File: src/rtl/mux_sel_arb.sv
// Round-robin select arbiter driving a downstream 4:1 mux select.
// Grants are capped at DWELL cycles and separated by one dead cycle.
module mux_sel_arb #(
    parameter int DWELL = 8
) (
    input  logic       clk,
    input  logic       rst,
    input  logic       en,
    input  logic [3:0] req,
    output logic [1:0] sel,
    output logic [3:0] gnt,
    output logic       busy
);

    typedef enum logic [1:0] {
        IDLE,
        GRANT,
        GAP
    } state_t;

    localparam logic [7:0] DWELL_C = 8'(DWELL);

    state_t     state_q, state_d;
    logic [1:0] sel_q, sel_d;
    logic [1:0] last_q, last_d;
    logic [3:0] gnt_q, gnt_d;
    logic [7:0] dwell_q, dwell_d;

    logic [1:0] pick;
    logic [1:0] cand;
    logic       found;
    logic       stop;

    // First requester after the last-granted channel, wrapping 3 -> 0.
    always_comb begin
        pick  = last_q + 2'd1;
        cand  = last_q + 2'd1;
        found = 1'b0;
        for (int i = 0; i < 4; i++) begin
            cand = last_q + 2'(i) + 2'd1;
            if (!found && req[cand]) begin
                pick  = cand;
                found = 1'b1;
            end
        end
    end

    assign stop = !req[sel_q] || !en || (dwell_q == DWELL_C);

    always_comb begin
        state_d = state_q;
        sel_d   = sel_q;
        gnt_d   = gnt_q;
        last_d  = last_q;
        dwell_d = dwell_q;
        unique case (state_q)
            IDLE, GAP: begin
                if (en && found) begin
                    state_d = GRANT;
                    sel_d   = pick;
                    gnt_d   = 4'b0001 << pick;
                    last_d  = pick;
                    dwell_d = 8'd1;
                end else begin
                    state_d = IDLE;
                    gnt_d   = 4'b0000;
                end
            end
            GRANT: begin
                if (stop) begin
                    state_d = GAP;
                    gnt_d   = 4'b0000;
                end else begin
                    dwell_d = dwell_q + 8'd1;
                end
            end
            default: begin
                state_d = IDLE;
                gnt_d   = 4'b0000;
            end
        endcase
    end

    always_ff @(posedge clk or posedge rst) begin
        if (rst) begin
            state_q <= IDLE;
            sel_q   <= 2'b00;
            gnt_q   <= 4'b0000;
            last_q  <= 2'd3;
            dwell_q <= 8'd0;
        end else begin
            state_q <= state_d;
            sel_q   <= sel_d;
            gnt_q   <= gnt_d;
            last_q  <= last_d;
            dwell_q <= dwell_d;
        end
    end

    assign sel  = sel_q;
    assign gnt  = gnt_q;
    assign busy = |gnt_q;

endmodule

File: config.mk
export PLATFORM = sky130hd
export DESIGN_NAME = mux_sel_arb
export DESIGN_NICKNAME = d
export VERILOG_FILES = /design/src/rtl/mux_sel_arb.sv
export SDC_FILE = /design/constraint.sdc
export NUM_CORES = 1
export LEC_CHECK = 0
export BUFFER_PORTS_ARGS = -buffer_cell sky130_fd_sc_hd__buf_2
export CAP_MARGIN = 20
export CORE_AREA = 4 4 69 59
export DETAILED_ROUTE_END_ITERATION = 8
export DIE_AREA = 0 0 73 63
export HOLD_SLACK_MARGIN = 0.08
export SLEW_MARGIN = 40
export SYNTH_ARGS = -nofsm -noshare
export SYNTH_HDL_FRONTEND = slang
export SYNTH_SLANG_ARGS = --single-unit
File: constraint.sdc
create_clock -name clk -period 1.8 [get_ports clk]
set_input_delay 0.45 -clock clk [delete_from_list [all_inputs] [get_ports clk]]
set_output_delay 0.45 -clock clk [all_outputs]
set_load 0.005 [all_outputs]
**Word level (Yosys, flattened, before mapping)**

Cells that the tools add are included.

- Register bits: 18
- Input bits: 7
- Output and inout port bits: 7
- Word-level logic and storage cells: 67

- Add/sub/neg operators: 7
- Order comparisons: 5
- Equal/unequal tests: 6
- Shift operators: 1
- Mux-type cells: 26
- Reduce and logical (&&, ||, !) cells: 17

Operator list:

| operator | number |
|---|---|
| $mux W8 | 2 |
| $pmux W8 S2 | 1 |
| $lt A2 B3 Y1 const B | 5 |
| $bmux W1 S2 | 5 |
| $mux W1 | 10 |
| $add A2 B1 Y2 const B | 4 |
| $add A8 B1 Y8 const B | 1 |
| $eq A8 B4 Y1 const B | 1 |
| $mux W2 | 4 |
| $mux W4 | 2 |
| $pmux W4 S2 | 1 |
| $ne A2 B2 Y1 const B | 3 |
| $logic_not A1 Y1 | 5 |
| $add A2 B2 Y2 const B | 2 |
| $logic_and A1 B1 Y1 | 4 |
| $pmux W2 S2 | 1 |
| $reduce_or A4 Y1 | 1 |
| $shl A1 B2 Y4 const A | 1 |
| $reduce_and A3 Y1 | 1 |
| $eq A2 B1 Y1 const B | 1 |
| $eq A2 B2 Y1 const B | 1 |
| $logic_not A2 Y1 | 1 |
| $logic_or A1 B1 Y1 | 2 |
| $reduce_and A2 Y1 | 1 |
| 2 further kinds | 2 |

**Longest topological paths before layout**

- Depth in word-level cells: 16
- Gate-level depth with buffers: 6
- Depth with buffers taken out: 6

**Worst setup path after synthesis**

No wires, ideal clock.

- Path kind: register to register
- From: reg dwell_q[0]
- To: reg dwell_q[0]
- Setup time: 0.125 ns
- Arrival time: 1.623 ns
- Data required time: 1.675 ns
- Path slack: 0.052 ns
- Cell stages (with the launch flop): 7
- Buffers on the path: 0
- Clock period less this slack: 1.748 ns
- Cells stage by stage: dfrtp_1 -> inv_1 -> ha_1 -> nor4b_1 -> nand3_4 -> a21oi_4 -> mux2_4

- Word-level cells in the longest chain between the ends: 4
- Elaborated cells between the ends (all ways): 7
- Classes of those cells: 1 x add/sub; 2 x eq/ne; 2 x mux; 2 x reduce/logical

Ends and longest elaborated chain:

| item | RTL line | text |
|---|---|---|
| start: declaration | 27 | `logic [7:0] dwell_q, dwell_d;` |
| start signal: assignment | 96 | `dwell_q <= dwell_d;` |
| parallel branches: the longest is 4 deep, another holds $add A8 B1 Y8 | -- |  |

Several ways; the timed one is not identified. The select of a mux whose other input is x is not followed.
A chain may end at the register's enable or synchronous reset.

**Worst setup path after layout**

- From: reg gnt_q[3] (netlist: gnt[3])
- To: out busy

- Word-level cells in the longest chain between the ends: 1

Ends and longest elaborated chain:

| item | RTL line | text |
|---|---|---|
| start: declaration | 26 | `logic [3:0] gnt_q, gnt_d;` |
| start signal: assignment | 94 | `gnt_q <= gnt_d;` |
| $reduce_or A4 Y1 | 102 | `assign busy = \|gnt_q;` |
| end: declaration | 12 | `output logic busy` |

Every way passes these cells.

==> results.json <==
{
  "status": "finished, final reports clean",
  "seq_power_share_pct": 39.8,
  "synthArstFlopShare_pct": 100.0,
  "final.min_clock_period_ns": 1.754,
  "final_layout_size_suffix_gt1_share_pct": 34.15,
  "crit_slowest_cell": "or4_1",
  "wl_mm": 2.237,
  "clock_latency_ns": 0.25,
  "detailed_place_hpwl_mm": 1.714,
  "yosysTopAreaCell": "dfrtp_1",
  "clockBufferDepth": 2,
  "die_w_um": 73,
  "cts_tree": "yes",
  "fin_ws_ns": 0.04567,
  "dr.pass1.iters": 4,
  "fmax_mhz": 570.0,
  "synth-seq-cells": 18,
  "nNetsFinal": 133,
  "synth_top_area_share_pct": 39.70,
  "cp-start-kind": "flop",
  "vias_per_cell": 4.867,
  "crit_path_end_kind": "output pin",
  "arrival_ns": 1.30,
  "cts_buffers": 3,
  "ioPinCount": 14,
  "crit_end": "busy",
  "drt_iter0_drc": 31,
  "crit_fanout": 3,
  "p_int_uw": 1058,
  "grt_max_degree": 19,
  "core_region_area_um2": 3352,
  "clkSinkCount": 18,
  "antenna_found_initial": 0,
  "synth_nets": 103,
  "initial_core_util_pct": 30.09,
  "die_h_um": 63,
  "critical_path_class": "reg2out",
  "postRouteAntennaNets": 0,
  "timing_hold_violations_final": 0,
  "p_leak_uw": 0.0006143,
  "r2r-end": "dwell_q[0]",
  "setup.worst_path.start": "gnt[3]",
  "yosysMostFrequentCell": "dfrtp_1",
  "rsz0062_at_grt": "yes",
  "drc": 0,
  "synth_area_um2": 1008,
  "p_comb_share_pct": 39.6,
  "synth.cells.most_frequent": "dfrtp_1, nor2_1, inv_1",
  "critical-path-max-stage-delay_ns": 0.52,
  "p_per_area_nw_per_um2": 1233,
  "r2r_start": "sel[0]",
  "pre_cts_ws_ns": 0.01233,
  "numPortBuffers": 13,
  "drv_cap": 0,
  "rows": 19,
  "setup_viol": 0,
  "synth_area_per_cell_um2": 10.73,
  "grt_pass1_wl_mm": 3.981,
  "regToRegSetupSlack_ns": 0.08,
  "area_growth_pct": 27.79,
  "finalMaxSlewViolations": 0,
  "clkTransAtPathRegs_ns": 0.07,
  "num_vias": 803,
  "antennaDiodeCount": 0,
  "cts_max_level": 1,
  "die_area_um2": 4599,
  "synth_cell_types": 43,
  "synth_ff_type": "dfrtp_1",
  "routedWlPerCell_um": 13.56,
  "hold_path_class": "in2async",
  "gr-total-overflow": 0,
  "worstMarginPinSlew_ns": 0.5799,
  "utilization_pct": 38.45,
  "skew_ns": 0.001307,
  "ys_top_cells_by_area": "dfrtp_1, dfstp_2, xor2_1",
  "synth_edf_count": 0,
  "cts_root_buffer": "clkbuf_8",
  "gp_congestion": 0.7927,
  "grt_pass1_vias": 826,
  "ir_drop_mv": 0.4406,
  "cp.required_ns": 1.35,
  "syn_inst": 94,
  "path_cells": "or4_1, buf_2",
  "netSwitchingFraction_pct": 33.42,
  "pwr-share-clk_pct": 20.7,
  "num-fill-cells": 345,
  "switching_power_uw": 531.2,
  "yosysWarnings": 0,
  "slew_headroom_pct": 61.17,
  "r2r_cells": 4,
  "grt_usage_pct": 10.90,
  "synth.yosys.seq_area_share_pct": 44.91,
  "fin_crit_sh_pct": 97.46
}
## cells by family (layout without fill, tap and decap cells)
family / count (synthesis) / count (layout) / share of synthesized area (%)
flip-flops: 18 / 18 / 44.91
multiplexers: 3 / 3 / 4.714
buffers and inverters: 9 / 38 / 3.474
XOR/XNOR: 6 / 6 / 5.211
AO/OA/AOI/OAI: 19 / 19 / 14.77
AND/OR/NAND/NOR: 37 / 37 / 24.44
adder cells (fa/ha/maj): 2 / 2 / 2.481
## how the worst min path moves through the flow
| stage | startpoint | endpoint | cells past startpoint |
|---|---|---|---|
| final | rst | sel[1] | 3 |
| after CTS | rst | dwell_q[2] | 3 |
| after global routing | rst | state_q[0] | 3 |
| after floorplan | rst | dwell_q[0] | 1 |
| after global placement | rst | dwell_q[2] | 3 |
| after detailed placement | rst | dwell_q[2] | 3 |
## layout by cell type, fill, tap and decap left out, types with 2 or more instances in the layout
cell type,n
o2bb2ai_1,2
buf_2,13
and3_1,3
xor2_1,5
dfstp_2,2
nor2b_1,2
o21a_1,2
buf_4,13
clkbuf_8,4
nand4_1,2
inv_1,8
dfrtp_1,16
nand2_1,3
nor2_1,9
and4_1,2
a21oi_1,4
a311oi_1,2
ha_1,2
a22o_1,2
and2_4,2
## flip-flops by register name (all words and copies together) (netlist names)
register	count
sel	2
state_q	2
dwell_q	8
gnt	4
last_q	2
## layout make-up
type | instances | area, µm² | share of cell area, %
Clock buffer | 4 | 55.05 | 4.272
Inverter | 8 | 30.03 | 2.330
Multi-Input combinational cell | 67 | 535.5 | 41.55
Sequential cell | 18 | 452.9 | 35.15
Tap cell | 42 | 52.55 | 4.078
Timing Repair Buffer | 26 | 162.7 | 12.62
## stage by stage
stage	hold WS, ns	setup TNS [ns]	cell area, µm²	power, µW	std cells
finish	0.2026	0	1289	1589	165
global route	0.2430	-0.001681	1289	1710	165
CTS	0.2054	0	1265	1579	163
detailed placement	0.4770	0	1204	1242	159
global placement	0.4679	0	1204	1217	159
floorplan	0.3871	0	1008	973.6	94
## worst max-delay path: cells and delay by family (launching register included)
kind                   cells  cell delay, ns
buffers and inverters      1            0.14
and+or+nand+nor            1            0.52
DFF                        1            0.40
## power by group through the flow
stage	clock network [µW]	registers (µW)	logic, µW
after floorplan	0	617	356
after global placement	0	633	584
after detailed placement	0	638	604
after CTS	338	632	609
after global routing	352	653	704
final	328	632	629
## timing repair
| action | CTS | global route |
|---|---|---|
| buffers inserted | 0 | 2 |
| pin swaps | 0 | 1 |
| hold buffers | 0 | 0 |
| hold endpoints to repair | 0 | 0 |
| setup endpoints to repair | 1 | 3 |
| gates resized for setup | 1 | 1 |
## metal layers
layer / track usage (%) / up-vias / share of wire [%] / wire length (µm)
li1: - / 402 / - / -
met1: 15.29 / 391 / 49 / 1101
met2: 16.41 / 8 / 47 / 1049
met3: 3.376 / 2 / 3.4 / 75
met4: 2.074 / 0 / 0.49 / 11
met5: 0 / - / 0 / 0
Note: power is estimated with default switching activity, not from simulation.
